`config.mk`:
```
export PLATFORM = sky130hd
export DESIGN_NAME = gx_wb_arbiter
export DESIGN_NICKNAME = d
export VERILOG_FILES = /design/src/rtl/gx_wb_pkg.sv /design/src/rtl/gx_wb_rr_pick.sv /design/src/rtl/gx_wb_arbiter.sv
export SDC_FILE = /design/constraint.sdc
export NUM_CORES = 1
export LEC_CHECK = 0
export BUFFER_PORTS_ARGS = -buffer_cell sky130_fd_sc_hd__buf_2
export CORE_AREA = 2 2 227 229
export DETAILED_ROUTE_END_ITERATION = 12
export DIE_AREA = 0 0 229 231
export SLEW_MARGIN = 20
export SYNTH_ARGS = -nofsm -noshare
export SYNTH_HDL_FRONTEND = slang
export SYNTH_SLANG_ARGS = --single-unit
```
`constraint.sdc`:
```
create_clock -name clk -period 1.58 [get_ports clk]
set_input_delay 0.079 -clock clk [delete_from_list [all_inputs] [get_ports clk]]
set_output_delay 0.079 -clock clk [all_outputs]
set_load 0.02 [all_outputs]
```
`src/rtl/gx_wb_pkg.sv`:
```
// gx_wb_pkg: shared types and AXI constants for the GX write arbiter.
// Holds the FSM state enum, AXI size/burst codes and BRESP codes.
package gx_wb_pkg;

  typedef enum logic [1:0] {
    IDLE,
    ADDR,
    DATA,
    RESP
  } state_t;

  localparam logic [2:0] SIZE_16B   = 3'b100;
  localparam logic [1:0] BURST_INCR = 2'b01;

  localparam logic [1:0] OKAY        = 2'd0;
  localparam logic [1:0] SLVERR      = 2'd2;
  localparam logic [1:0] DECERR      = 2'd3;
  localparam logic [1:0] TIMEOUT_ERR = DECERR;

  function automatic logic [7:0] burst_len(input logic size);
    return {7'd0, size};
  endfunction

endpackage

```
`src/rtl/gx_wb_rr_pick.sv`:
```
// gx_wb_rr_pick: combinational 2-way round-robin picker.
// Ports: req[1:0], last_grant in; grant (winner index), any out.
module gx_wb_rr_pick
  import gx_wb_pkg::*;
(
  input  logic [1:0] req,
  input  logic       last_grant,
  output logic       grant,
  output logic       any
);

  always_comb begin
    any   = |req;
    grant = 1'b0;
    case (req)
      2'b10:   grant = 1'b1;
      2'b11:   grant = ~last_grant;
      default: grant = 1'b0;
    endcase
  end

endmodule

```
`src/rtl/gx_wb_arbiter.sv`:
```
// gx_wb_arbiter: shares one AXI write master between two GX writers.
// Ports: req/addr/size/data in, next/done/err out per requester;
// AXI AW/W/B master channel (*_a). Optional B watchdog when
// GX_WB_ARB_TIMEOUT_EN is defined (limit = TIMEOUT cycles).
module gx_wb_arbiter
  import gx_wb_pkg::*;
#(
  parameter int ADDR_W  = 49,
  parameter int DATA_W  = 128,
  parameter int TIMEOUT = 1024
) (
  input  logic              clk,
  input  logic              reset,
  input  logic              req0,
  input  logic              req1,
  input  logic [ADDR_W-1:0] addr0,
  input  logic [ADDR_W-1:0] addr1,
  input  logic              size0,
  input  logic              size1,
  input  logic [DATA_W-1:0] data0,
  input  logic [DATA_W-1:0] data1,
  output logic              next0,
  output logic              next1,
  output logic              done0,
  output logic              done1,
  output logic [1:0]        err0,
  output logic [1:0]        err1,
  output logic [ADDR_W-1:0] awaddr_a,
  output logic [7:0]        awlen_a,
  output logic [2:0]        awsize_a,
  output logic [1:0]        awburst_a,
  output logic              awvalid_a,
  input  logic              awready_a,
  output logic [DATA_W-1:0] wdata_a,
  output logic [15:0]       wstrb_a,
  output logic              wlast_a,
  output logic              wvalid_a,
  input  logic              wready_a,
  input  logic [1:0]        bresp_a,
  input  logic              bvalid_a,
  output logic              bready_a
);

  if (TIMEOUT < 2) begin : g_bad_cfg
    $error("gx_wb_arbiter: TIMEOUT must be >= 2");
  end

  state_t     state;
  state_t     state_n;
  logic       owner;
  logic       last_grant;
  logic       beat;
  logic       grant;
  logic       any;
  logic       err_wr;
  logic [1:0] err_code;

  assign awsize_a  = SIZE_16B;
  assign awburst_a = BURST_INCR;
  assign wstrb_a   = 16'hFFFF;

  gx_wb_rr_pick u_pick (
    .req        ({req1, req0}),
    .last_grant (last_grant),
    .grant      (grant),
    .any        (any)
  );

`ifdef GX_WB_ARB_TIMEOUT_EN
  localparam int CW = $clog2(TIMEOUT);
  logic [CW-1:0] cnt;
  logic          to_hit;

  assign to_hit = (cnt == CW'(TIMEOUT - 1));

  // Zero everywhere outside RESP, so it is clear on entry.
  always_ff @(posedge clk) begin
    if (reset) begin
      cnt <= '0;
    end else if (state != RESP) begin
      cnt <= '0;
    end else if (!bvalid_a && !to_hit) begin
      cnt <= cnt + 1'b1;
    end
  end
`endif

  always_ff @(posedge clk) begin
    if (reset) begin
      state <= IDLE;
    end else begin
      state <= state_n;
    end
  end

  always_comb begin
    state_n   = state;
    awvalid_a = 1'b0;
    wvalid_a  = 1'b0;
    wlast_a   = 1'b0;
    wdata_a   = '0;
    bready_a  = 1'b0;
    next0     = 1'b0;
    next1     = 1'b0;
    done0     = 1'b0;
    done1     = 1'b0;
    err_wr    = 1'b0;
    err_code  = bresp_a;
    unique case (state)
      IDLE: begin
        if (any) state_n = ADDR;
      end
      ADDR: begin
        awvalid_a = 1'b1;
        if (awready_a) state_n = DATA;
      end
      DATA: begin
        wvalid_a = 1'b1;
        wdata_a  = owner ? data1 : data0;
        wlast_a  = (beat == awlen_a[0]);
        if (wready_a) begin
          next0 = ~owner;
          next1 = owner;
          if (wlast_a) state_n = RESP;
        end
      end
      RESP: begin
        bready_a = 1'b1;
        if (bvalid_a) begin
          err_wr = 1'b1;
        end
`ifdef GX_WB_ARB_TIMEOUT_EN
        else if (to_hit) begin
          err_wr   = 1'b1;
          err_code = TIMEOUT_ERR;
        end
`endif
        if (err_wr) begin
          done0   = ~owner;
          done1   = owner;
          state_n = IDLE;
        end
      end
      default: state_n = IDLE;
    endcase
  end

  always_ff @(posedge clk) begin
    if (reset) begin
      owner      <= 1'b0;
      last_grant <= 1'b1;
      awaddr_a   <= '0;
      awlen_a    <= '0;
      beat       <= 1'b0;
      err0       <= OKAY;
      err1       <= OKAY;
    end else begin
      if (state == IDLE && any) begin
        owner    <= grant;
        awaddr_a <= grant ? addr1 : addr0;
        awlen_a  <= burst_len(grant ? size1 : size0);
      end
      if (state == ADDR && awready_a) begin
        beat <= 1'b0;
      end
      if (state == DATA && wready_a && !wlast_a) begin
        beat <= 1'b1;
      end
      if (err_wr) begin
        last_grant <= owner;
        if (owner) err1 <= err_code;
        else       err0 <= err_code;
      end
    end
  end

endmodule

```
# == Word-level counts from Yosys, hierarchy flattened ==
# Index checks and enable logic that the tools add are counted.
# totals
register_bits,59
in_bits,365
out_inout_bits,218
word_cells,60
# classes
reduce_logical,11
n_eq_ne,11
mux,28
n_bitwise,2
# op_table
cell,n
two-way mux 128 bit,2
two-way mux 49 bit,1
two-way mux 1 bit,18
two-way mux 2 bit,5
!= test 2 bit (second input constant),5
equality test 2 bit (second input constant),4
one-hot mux 2 bit (4 select lines),1
AND reduction 5 bit,1
logical AND 1 bit,4
AND reduction 2 bit,2
equality test 2 x 1 -> 1 bit (second input constant),1
logical NOT 2 bit,1
inverter 1 bit,2
one-hot mux 1 bit (2 select lines),1
nonzero test 2 bit,1
OR reduction 2 bit,1
equality test 1 bit,1
logical NOT 1 bit,1

# == Depth between registers and ports, before layout ==
# Gate-level depths: netlist (run 1).
# logic_depth
word_depth,5
depth_mapped,7

# == Modules after synthesis ==
# Synthesis (run 1) repeated with hierarchy kept, for this count alone.
# hier_totals
hier_cells,598
area_unflattened_um2,5182.5
# by_module_without_submodules
module,seq_area_each_um2,cells_per_inst,area_per_inst_um2,n_inst
gx_wb_arbiter,1181.1,596,5168.7,1
gx_wb_rr_pick,0.0,2,13.8,1

# == Worst setup path before layout (run 1) ==
# Ideal clock, no wire load.
# synth_timing
path_kind,reg-to-reg
start,register state[1]
end,register state[0]
path_stages_with_launch,7
n_path_buf,0
synth_period_minus_slack_ns,1.596
arrival_time_ns,1.510
path_slack_ns,-0.016
cell_sequence,dfxtp_1 > inv_1 > ha_1 > nor2b_1 > a221o_1 > a21o_1 > a211oi_1
# synth_via
elab_chain_len,3
word_cells_on_any_way,11
# synth_lines
item,line,text
from (decl),gx_wb_arbiter.sv:48,state_t state;
from (signal assigned),gx_wb_arbiter.sv:92,state <= state_n;
"equality test 2 bit, or another cell as far along",gx_wb_arbiter.sv:109,unique case (state)
!= test 2 bit (no source line),n/a,
AND reduction 5 bit (no source line),n/a,
# Parallel ways exist; a longest one is shown, timed or not.
# A chain may end at the register's enable or synchronous reset.

# == Final worst setup path (run 1) ==
# layout_timing
start,register owner
end,output port wdata_a[107]
# layout_via
elab_chain_len,2
# layout_lines
item,line,text
from (decl),gx_wb_arbiter.sv:50,logic owner;
from (signal assigned),gx_wb_arbiter.sv:159,owner <= grant;
two-way mux 128 bit,gx_wb_arbiter.sv:119,wdata_a = owner ? data1 : data0;
two-way mux 128 bit,gx_wb_arbiter.sv:109,
to (decl),gx_wb_arbiter.sv:34,"output logic [DATA_W-1:0] wdata_a,"
# No other way between the ends.

==> results of run 1 <==
registers in the layout, indices dropped and copies added, names as in the netlist:
name and cells:
err0 2, awlen_a 1, err1 2, state 2, awaddr_a 49, owner 1, last_grant 1, beat 1
path summary, 6_finish.rpt:
| path | from | endpoint | cells past startpoint |
|---|---|---|---|
| max | owner | wdata_a[107] | 6 |
| min | addr0[32] | awaddr_a[32] | 3 |
| max reg2reg | state[0] | state[0] | 7 |
| min reg2reg | awaddr_a[20] | awaddr_a[20] | 2 |
power groups by stage:
stage	clock network [uW]	registers (uW)	logic, uW
global route	2450	2390	10500
finish	2330	2320	9970
detailed placement	0	2310	6500
floorplan	0	2910	3240
CTS	2400	2320	8920
global placement	0	2320	6470
timing repair:
item,CTS,global route
buffers inserted,25,11
endpoints found under the hold margin,4,0
endpoints found under the setup margin,139,175
gates resized for setup,294,118
hold buffers,3,0
cloned,19,11
pin swaps,3,6
worst reg2reg max path: stages (launching register included):
cell      delay (ps)
dfxtp_4          360
buf_6            120
buf_6            110
ha_4             150
nor2b_1          120
a221o_1          280
a21o_1           200
a211oi_2         240
metal layers:
metal | vias to the layer above | routed length [um] | part of all wire, %
met4 | 4 | 861 | 2.3
met2 | 371 | 18070 | 49
li1 | 3287 | - | -
met3 | 42 | 2751 | 7.4
met5 | - | 27 | 0.073
met1 | 3236 | 15220 | 41
Yosys cell counts (2+ instances only):
cell type  count
a211oi_1      51
mux2i_1      181
and3_1         2
conb_1         2
clkbuf_1      25
ha_1           6
nor2b_1      130
buf_4         35
o21ai_0        2
buf_1          2
dfxtp_1       59
buf_2         14
buf_12         5
nand2_1        6
nor2_1        57
nand2b_1       2
a21oi_1        4
inv_1          3
final cells by class:
type	instances	share of cell area, %
Antenna cell	3	0.06194
Clock buffer	11	2.178
Clock inverter	5	0.6813
Inverter	3	0.1136
Multi-Input combinational cell	480	38.02
Sequential cell	59	9.817
Tap cell	680	7.020
Timing Repair Buffer	676	42.11
logic make-up after synthesis:
kind of cell / after synthesis / synth area share (%)
muxes: 181 / 34.83
other: 2 / 0.1444
DFF: 59 / 22.71
buffers and inverters: 85 / 10.70
AOI/OAI and AO/OA: 63 / 8.973
adders and majority gates: 6 / 1.443
and+or+nand+nor: 200 / 21.02
xor gates and xnor gates: 1 / 0.1684
placed cells by master, fill, tap and decap left out, types with 18 or more instances in the layout:
master	instances
mux2i_1	128
buf_12	33
nor2b_2	22
a211oi_1	33
dfxtp_1	56
clkbuf_16	18
buf_6	67
buf_4	79
mux2i_4	44
conb_1	28
nor2b_4	27
buf_2	464
nor2b_1	81
a211oi_2	18
nor2_1	55
per-stage QoR:
stage	util (%)	area [um2]
5_1_grt	23.91	12120
3_3_place_gp	17.85	9045
2_1_floorplan	-	5301
4_1_cts	22.48	11390
6_report	23.92	12120
3_5_place_dp	17.85	9045
==> flow_metrics.env, run 1 <==
export IMPL_gr_usage_all_layers_pct=12.41
export IMPL_switching_power_uw=6115
export IMPL_drt_initial_drc_count=279
export IMPL_crit_chain="buf_4, buf_16, clkbuf_16, mux2i_1, nor2b_1, buf_2"
export IMPL_grt_max_degree=48
export IMPL_synth_enable_flop_cells=0
export IMPL_syn_to_final_growth_pct=133.0
export IMPL_yosysSeqAreaShare_pct=22.71
export IMPL_cp_required_ps=1500
export IMPL_insertion_delay_ps=350
export IMPL_crit_path_end_kind="output port"
export IMPL_grt_pass1_vias=6622
export IMPL_fill_cells=5547
export IMPL_synth_area_per_cell_um2=8.712
export IMPL_crit_arrival_ps=1800
export IMPL_antenna_found_initial=7
export IMPL_holdWs_ps=68.06
export IMPL_layout_cells_non_filler=1917
export IMPL_p_clk_share_pct=15.9
export IMPL_ant_nets=0
export IMPL_critical_path_max_stage_delay_ps=410
export IMPL_synthCells=597
export IMPL_holdCritPathClass="in -> reg"
export IMPL_grt_overflow_total=0
export IMPL_slowest_stage="dfxtp_4"
export IMPL_synth_top_area_share_pct=34.83
export IMPL_p_int_uw=8501
export IMPL_crit_buf_inv=4
export IMPL_outcome="complete, but fails checks"
export IMPL_numCtsBuffers=9
export IMPL_seq_power_share_pct=15.9
export IMPL_start_kind="flop"
export IMPL_wl_um=36940
export IMPL_syn_cell_area_mm2=0.005201
export IMPL_drc=0
export IMPL_synthDistinctLibCells=29
export IMPL_use_met3_pct=3.001
export IMPL_p_leak_uw=0.005404
export IMPL_setup_viol=129
export IMPL_grt_use_met2_pct=21.09
export IMPL_total_power_uw=14620
export IMPL_cts_tree="done"
export IMPL_drive_gt1_share_pct=66.94
export IMPL_hpwl_um=26410
export IMPL_clk_pin_slew_ps=60
export IMPL_timing_final_ws_setup_ps=-303.3
export IMPL_violations="negative setup slack"
export IMPL_finalSetupTns_ps=-20550
export IMPL_htreeDepth=3
export IMPL_avgRoutedWirePerCell_um=19.27
export IMPL_ys_warn_count=0
export IMPL_viasPerCell=3.620
export IMPL_top_usage_layer="met2"
export IMPL_p_per_area_mw_per_mm2=1206
export IMPL_crit_family="buffers and inverters"
export IMPL_post_route_min_period_ps=1883
export IMPL_power_frac_comb_pct=68.2
export IMPL_cap_viol_max_count=0
export IMPL_cts_buffer_depth=2
export IMPL_finClkSkew_ps=9.071
export IMPL_reg2reg_slack_ps=-80
export IMPL_place_ws_ps=-4.498
export IMPL_grt_first_pass_wirelength_um=47160
export IMPL_timing_final_crit_share_pct=119.2
export IMPL_fp_row_count=83
export IMPL_io_pins=583
export IMPL_hold_viol=0
export IMPL_clock_root_buffer="clkbuf_16"
export IMPL_synthFlopType="dfxtp_1"
export IMPL_slew_violations=0
export IMPL_use_met1_pct=15.38
export IMPL_path_class="reg -> out"
export IMPL_rsz0062_at_grt="yes"
export IMPL_swShare_pct=41.84
export IMPL_ys_seq_elements=59
export IMPL_fmax_mhz=531.0
export IMPL_yosys_area_top_type="mux2i_1"
export IMPL_io_buffers=554
export IMPL_synth_area_leaders="mux2i_1, dfxtp_1, nor2b_1"
export IMPL_async_flop_share_pct=0
export IMPL_critical_path_max_fanout=8
export IMPL_die_w_um=229
export IMPL_regArea_mm2=0.001190
export IMPL_vias=6940
export IMPL_dieArea_mm2=0.05290
export IMPL_multiInputGateArea_mm2=0.004608
export IMPL_initial_core_util_pct=10.26
export IMPL_fp_dieH_um=231
export IMPL_place_congestion=0.8687
export IMPL_drtPass1Iterations=4
export IMPL_clock_sinks=59
export IMPL_core_area_mm2=0.05068
export IMPL_ir_drop_mv=0.7889
export IMPL_dpl_cell_count=1839
export IMPL_nets=1600
Power figures use the tool's default switching activity.
==> run 2, diff against run 1 <==
SETUP_SLACK_MARGIN = 0.5   (was not set)
==> run 2 against run 1 <==
The flow still finishes with violations (negative setup slack); cell count grew 1.1%; global-route usage grew 0.91 points; die area is the same; setup slack gained 110 ps; non-clock buffer count grew 22.
==> flow_metrics.env, run 2 (synthesis gave the netlist of run 1 again) <==
export IMPL_outcome="complete, but fails checks"
export IMPL_violations="negative setup slack"
export IMPL_drt_initial_drc_count=169
export IMPL_rsz0062_at_grt="yes"
export IMPL_crit_chain="buf_12, buf_12, buf_16, mux2i_4, nor2b_4, buf_2"
export IMPL_vias=7282
export IMPL_slowest_stage="dfxtp_4"
export IMPL_slew_violations=0
export IMPL_timing_final_crit_share_pct=112.5
export IMPL_core_area_mm2=0.05068
export IMPL_ir_drop_mv=0.7567
export IMPL_grt_first_pass_wirelength_um=50530
export IMPL_ant_nets=0
export IMPL_relSlewSlack_pct=49.71
export IMPL_setup_viol=129
export IMPL_grt_pass1_vias=7286
export IMPL_nets=1622
export IMPL_final_common_cell="buf_2"
export IMPL_io_buffers=554
export IMPL_top_register="awaddr_a"
export IMPL_drive_gt1_share_pct=82.95
export IMPL_critical_path_max_stage_delay_ps=410
export IMPL_cap_viol_max_count=0
export IMPL_htreeDepth=3
export IMPL_crit_arrival_ps=1700
export IMPL_syn_to_final_growth_pct=180.6
export IMPL_io_pins=583
export IMPL_hold_depth=3
export IMPL_initial_core_util_pct=10.26
export IMPL_cts_tree="done"
export IMPL_wl_um=39820
export IMPL_clock_sinks=59
export IMPL_viasPerCell=3.756
export IMPL_tightest_slew_ps=754.4
export IMPL_gr_usage_all_layers_pct=13.32
export IMPL_place_congestion=0.8822
export IMPL_multiInputGateArea_mm2=0.006339
export IMPL_timing_final_ws_setup_ps=-197.3
export IMPL_crit_family="buffers and inverters"
export IMPL_drc=0
export IMPL_cp_num_cells=6
export IMPL_regArea_mm2=0.001195
export IMPL_fp_row_count=83
export IMPL_avgRoutedWirePerCell_um=20.53
export IMPL_final_core_util_pct=28.80
export IMPL_layout_common_cells="buf_2, buf_6, nor2b_4"
export IMPL_p_leak_uw=0.005916
export IMPL_p_per_area_mw_per_mm2=1169
export IMPL_critPathMostFrequentCell="buf_12"
export IMPL_numCtsBuffers=9
export IMPL_dieArea_mm2=0.05290
export IMPL_rr_worst_depth=9
export IMPL_hold_viol=0
export IMPL_finClkSkew_ps=4.595
export IMPL_clk_pin_slew_ps=60
export IMPL_clock_root_buffer="clkbuf_16"
export IMPL_path_class="reg -> out"
export IMPL_antenna_found_initial=5
export IMPL_largest_register_ffs=49
export IMPL_hpwl_um=27810
export IMPL_die_w_um=229
export IMPL_fmax_mhz=562.7
export IMPL_holdWs_ps=94.49
export IMPL_drtPass1Iterations=5
export IMPL_cp_required_ps=1500
export IMPL_fill_cells=5158
export IMPL_finalSetupTns_ps=-15550
export IMPL_place_ws_ps=-11.36
export IMPL_total_power_uw=17060
export IMPL_grt_overflow_total=0
export IMPL_critical_path_max_fanout=9
export IMPL_grt_max_degree=35
export IMPL_insertion_delay_ps=330
export IMPL_fp_dieH_um=231
export IMPL_holdCritPathClass="in -> reg"
export IMPL_crit_path_end_kind="output port"
export IMPL_cts_buffer_depth=2
export IMPL_post_route_min_period_ps=1777
export IMPL_crit_buf_inv=4
export IMPL_start_kind="flop"
## run 2: metrics by stage
stage | area (um2) | instances
6_report | 14600 | 1939
5_1_grt | 14590 | 1937
4_1_cts | 12980 | 1902
3_5_place_dp | 10230 | 1829
3_3_place_gp | 10230 | 1829
2_1_floorplan | 6792 | 623
## run 2: worst reg2reg max path, cell delays in order, from the launching register on
cell and delay, ps:
dfxtp_4 360, buf_8 140, inv_8 60, ha_4 160
o21a_4 160, buf_12 160, buf_12 130, buf_16 110
nor2_2 40, a211oi_2 190
## run 2: power breakdown
group / internal (uW) / leakage, uW / switching, uW / total (uW)
combinational: 6810 / 0.00528 / 5960 / 12800
sequential: 2030 / 0.000491 / 378 / 2410
clock: 1140 / 0.000142 / 746 / 1880
total: 9970 / 0.00592 / 7090 / 17100
## run 2: final timing paths
path	slack (ps)	endpoint	start
setup / recovery	-200	wdata_a[22]	owner
hold / removal	90	awaddr_a[15]	addr1[15]
setup reg to reg	10	awaddr_a[39]	state[1]
hold reg to reg	490	err0[1]	err0[1]
## run 2: routing by layer
| metal | share of wire [%] | wire (um) | vias to the layer above | GRT usage (%) |
|---|---|---|---|---|
| met5 | 0.033 | 13 | - | 0 |
| met4 | 4.2 | 1657 | 2 | 5.864 |
| met3 | 6.3 | 2517 | 50 | 2.705 |
| met2 | 52 | 20580 | 413 | 23.79 |
| met1 | 38 | 15040 | 3485 | 15.32 |
| li1 | - | - | 3332 | - |
## run 2: what timing repair did
action	in CTS	in global routing
pin swaps	6	21
resized for setup	339	260
setup endpoints to repair	196	196
cloned	21	16
buffers inserted	35	17
endpoints found under the hold margin	3	0
hold buffers	2	0
## run 2: layout make-up
cell class,instances,share of cell area (%)
Multi-Input combinational cell,480,43.43
Sequential cell,59,8.186
Antenna cell,4,0.06858
Inverter,3,0.1457
Tap cell,680,5.829
Clock inverter,4,0.1714
Clock buffer,11,1.732
Timing Repair Buffer,698,40.44
==> run 3, diff against run 2 <==
GPL_TIMING_DRIVEN = 0   (was not set)
==> run 3 against run 2 <==
The flow still finishes with violations (negative setup slack); hold slack better by 11 ps; sequential share of layout area down 0.17 points; critical path depth increased by 1; combinational power increased by 3%; via count about the same; largest power group unchanged; count of clock-buffer cells in the layout is 1 higher; setup slack got worse by 110 ps; clock power is 19% higher; cell count up 1.0%.
==> flow_metrics.env, run 3 (synthesis gave the netlist of run 1 again) <==
export IMPL_outcome="complete, but fails checks"
export IMPL_violations="negative setup slack"
export IMPL_fill_cells=5173
export IMPL_top_register="awaddr_a"
export IMPL_critical_path_max_stage_delay_ps=340
export IMPL_insertion_delay_ps=330
export IMPL_rsz0062_at_grt="yes"
export IMPL_grt_overflow_total=0
export IMPL_clock_sinks=59
export IMPL_final_common_cell="buf_2"
export IMPL_cts_buffer_depth=2
export IMPL_post_route_min_period_ps=1890
export IMPL_drc=0
export IMPL_rr_worst_depth=10
export IMPL_hold_viol=0
export IMPL_place_area_mm2=0.01041
export IMPL_numCtsBuffers=9
export IMPL_critical_path_max_fanout=8
export IMPL_drtPass1Iterations=5
export IMPL_hpwl_um=30850
export IMPL_dieArea_mm2=0.05290
export IMPL_ant_nets=0
export IMPL_path_class="reg -> out"
export IMPL_viasPerCell=3.717
export IMPL_nets=1642
export IMPL_core_area_mm2=0.05068
export IMPL_fmax_mhz=529.0
export IMPL_reg2reg_slack_ps=-130
export IMPL_total_power_uw=17930
export IMPL_grt_first_pass_wirelength_um=54500
export IMPL_syn_to_final_growth_pct=186.7
export IMPL_setup_viol=169
export IMPL_ir_drop_mv=0.8163
export IMPL_crit_path_end_kind="output port"
export IMPL_finClkSkew_ps=6.830
export IMPL_initial_core_util_pct=10.26
export IMPL_tightest_slew_ps=819.6
export IMPL_fp_dieH_um=231
export IMPL_relSlewSlack_pct=45.36
export IMPL_io_buffers=553
export IMPL_layout_common_cells="buf_2, buf_6, mux2i_4"
export IMPL_drive_gt1_share_pct=84.25
export IMPL_vias=7281
export IMPL_critical_path_reg2reg_startpoint="state[0]"
export IMPL_wl_um=41100
export IMPL_fin_area_mm2=0.01491
export IMPL_multiInputGateArea_mm2=0.006487
export IMPL_htreeDepth=3
export IMPL_grt_max_degree=11
export IMPL_regArea_mm2=0.001195
export IMPL_timing_final_ws_setup_ps=-310.5
export IMPL_endpoint="wdata_a[67]"
export IMPL_cp_required_ps=1500
export IMPL_start_kind="flop"
export IMPL_crit_arrival_ps=1810
export IMPL_cts_tree="done"
export IMPL_timing_final_crit_share_pct=119.7
export IMPL_startpoint="owner"
export IMPL_p_leak_uw=0.006039
export IMPL_gr_usage_all_layers_pct=14.38
export IMPL_clock_root_buffer="clkbuf_16"
export IMPL_place_congestion=0.9212
export IMPL_reg2reg_to="awaddr_a[8]"
export IMPL_holdCritPathClass="in -> reg"
export IMPL_slew_violations=0
export IMPL_cap_viol_max_count=0
export IMPL_drt_initial_drc_count=143
export IMPL_io_pins=583
export IMPL_die_w_um=229
export IMPL_fp_row_count=83
export IMPL_p_per_area_mw_per_mm2=1202
export IMPL_slowest_stage="dfxtp_2"
export IMPL_grt_pass1_vias=7644
export IMPL_largest_register_ffs=49
export IMPL_clk_pin_slew_ps=60
export IMPL_antenna_found_initial=2
export IMPL_avgRoutedWirePerCell_um=20.98
export IMPL_crit_chain="buf_12, buf_16, buf_12, buf_16, mux2i_4, nor2b_4, buf_6"
-- run 3: cell count changes in the layout (fill, tap and decap cells not counted), moves of 5 or more --
cell       previous run  this run
nor2b_4             117       110
buf_8                10        19
nor2_1               40        18
nor2_2               11         2
buf_4                52        70
buf_12               32        27
buf_2               429       434
nor2_4                6        37
buf_16               25        17
clkbuf_1              0         5
mux2i_2              10        15
clkbuf_16            22        33
nor2b_1               9        19
buf_6               134       115
-- run 3: area by class of cell --
class                      count  share of cell area (%)
buffer                        82                   8.173
clock buffer                  12                   1.720
multi-input combinational    479                   43.51
antenna                        3                 0.05035
sequential                    59                   8.014
tap                          680                   5.706
clock inverter                 4                  0.4783
timing repair buffer         637                   32.24
inverter                       3                  0.1091
-- run 3: worst max-delay path, delay by kind of cell (launching register included) --
| kind | cells | cell delay (ps) |
|---|---|---|
| buf+inv | 5 | 740 |
| flops | 1 | 340 |
| mux | 1 | 320 |
| simple gates | 1 | 80 |
-- run 3: layer usage --
layer / share of wire, % / GRT usage (%) / wire (um)
met5: 0.029 / 0 / 12
met4: 3.3 / 4.890 / 1360
met1: 37 / 15.82 / 15080
met3: 6.9 / 3.211 / 2854
met2: 53 / 27.05 / 21790
-- run 3: where the power goes --
part	internal [uW]	total, uW	switching (uW)
Sequential	2030	2530	493
Combinational	6970	13200	6200
Clock	1470	2230	764
Total	10500	17900	7460
-- run 3: worst min path at each step --
| stage | start | to | slack, ps | cells past startpoint |
|---|---|---|---|---|
| after floorplan | bresp_a[0] | err0[0] | 220 | 2 |
| after CTS | addr0[34] | awaddr_a[34] | 70 | 3 |
| final | addr0[26] | awaddr_a[26] | 110 | 3 |
| after global routing | addr0[25] | awaddr_a[25] | 110 | 3 |
| after detailed placement | bresp_a[1] | err1[1] | 340 | 3 |
| after global placement | bresp_a[1] | err0[1] | 340 | 3 |
-- run 3: what timing repair did --
item,CTS,global route
gates cloned,23,8
endpoints found under the setup margin,196,196
pin swaps,24,17
buffers inserted,39,12
resized for setup,481,212
hold endpoints to repair,2,0
hold buffers,2,0
-- run 3: metrics by stage --
stage               TNS, ps  cells  hold WS, ps  setup slack [ps]  util (%)
floorplan                 0    623        215.0             142.5         -
global placement     -17530   1856        335.9            -341.7     20.54
detailed placement   -18860   1856        342.1            -362.0     20.54
CTS                  -31460   1936        69.24            -329.0     27.31
global route         -38650   1957        110.5            -360.5     29.41
finish               -27980   1959        105.7            -310.5     29.42
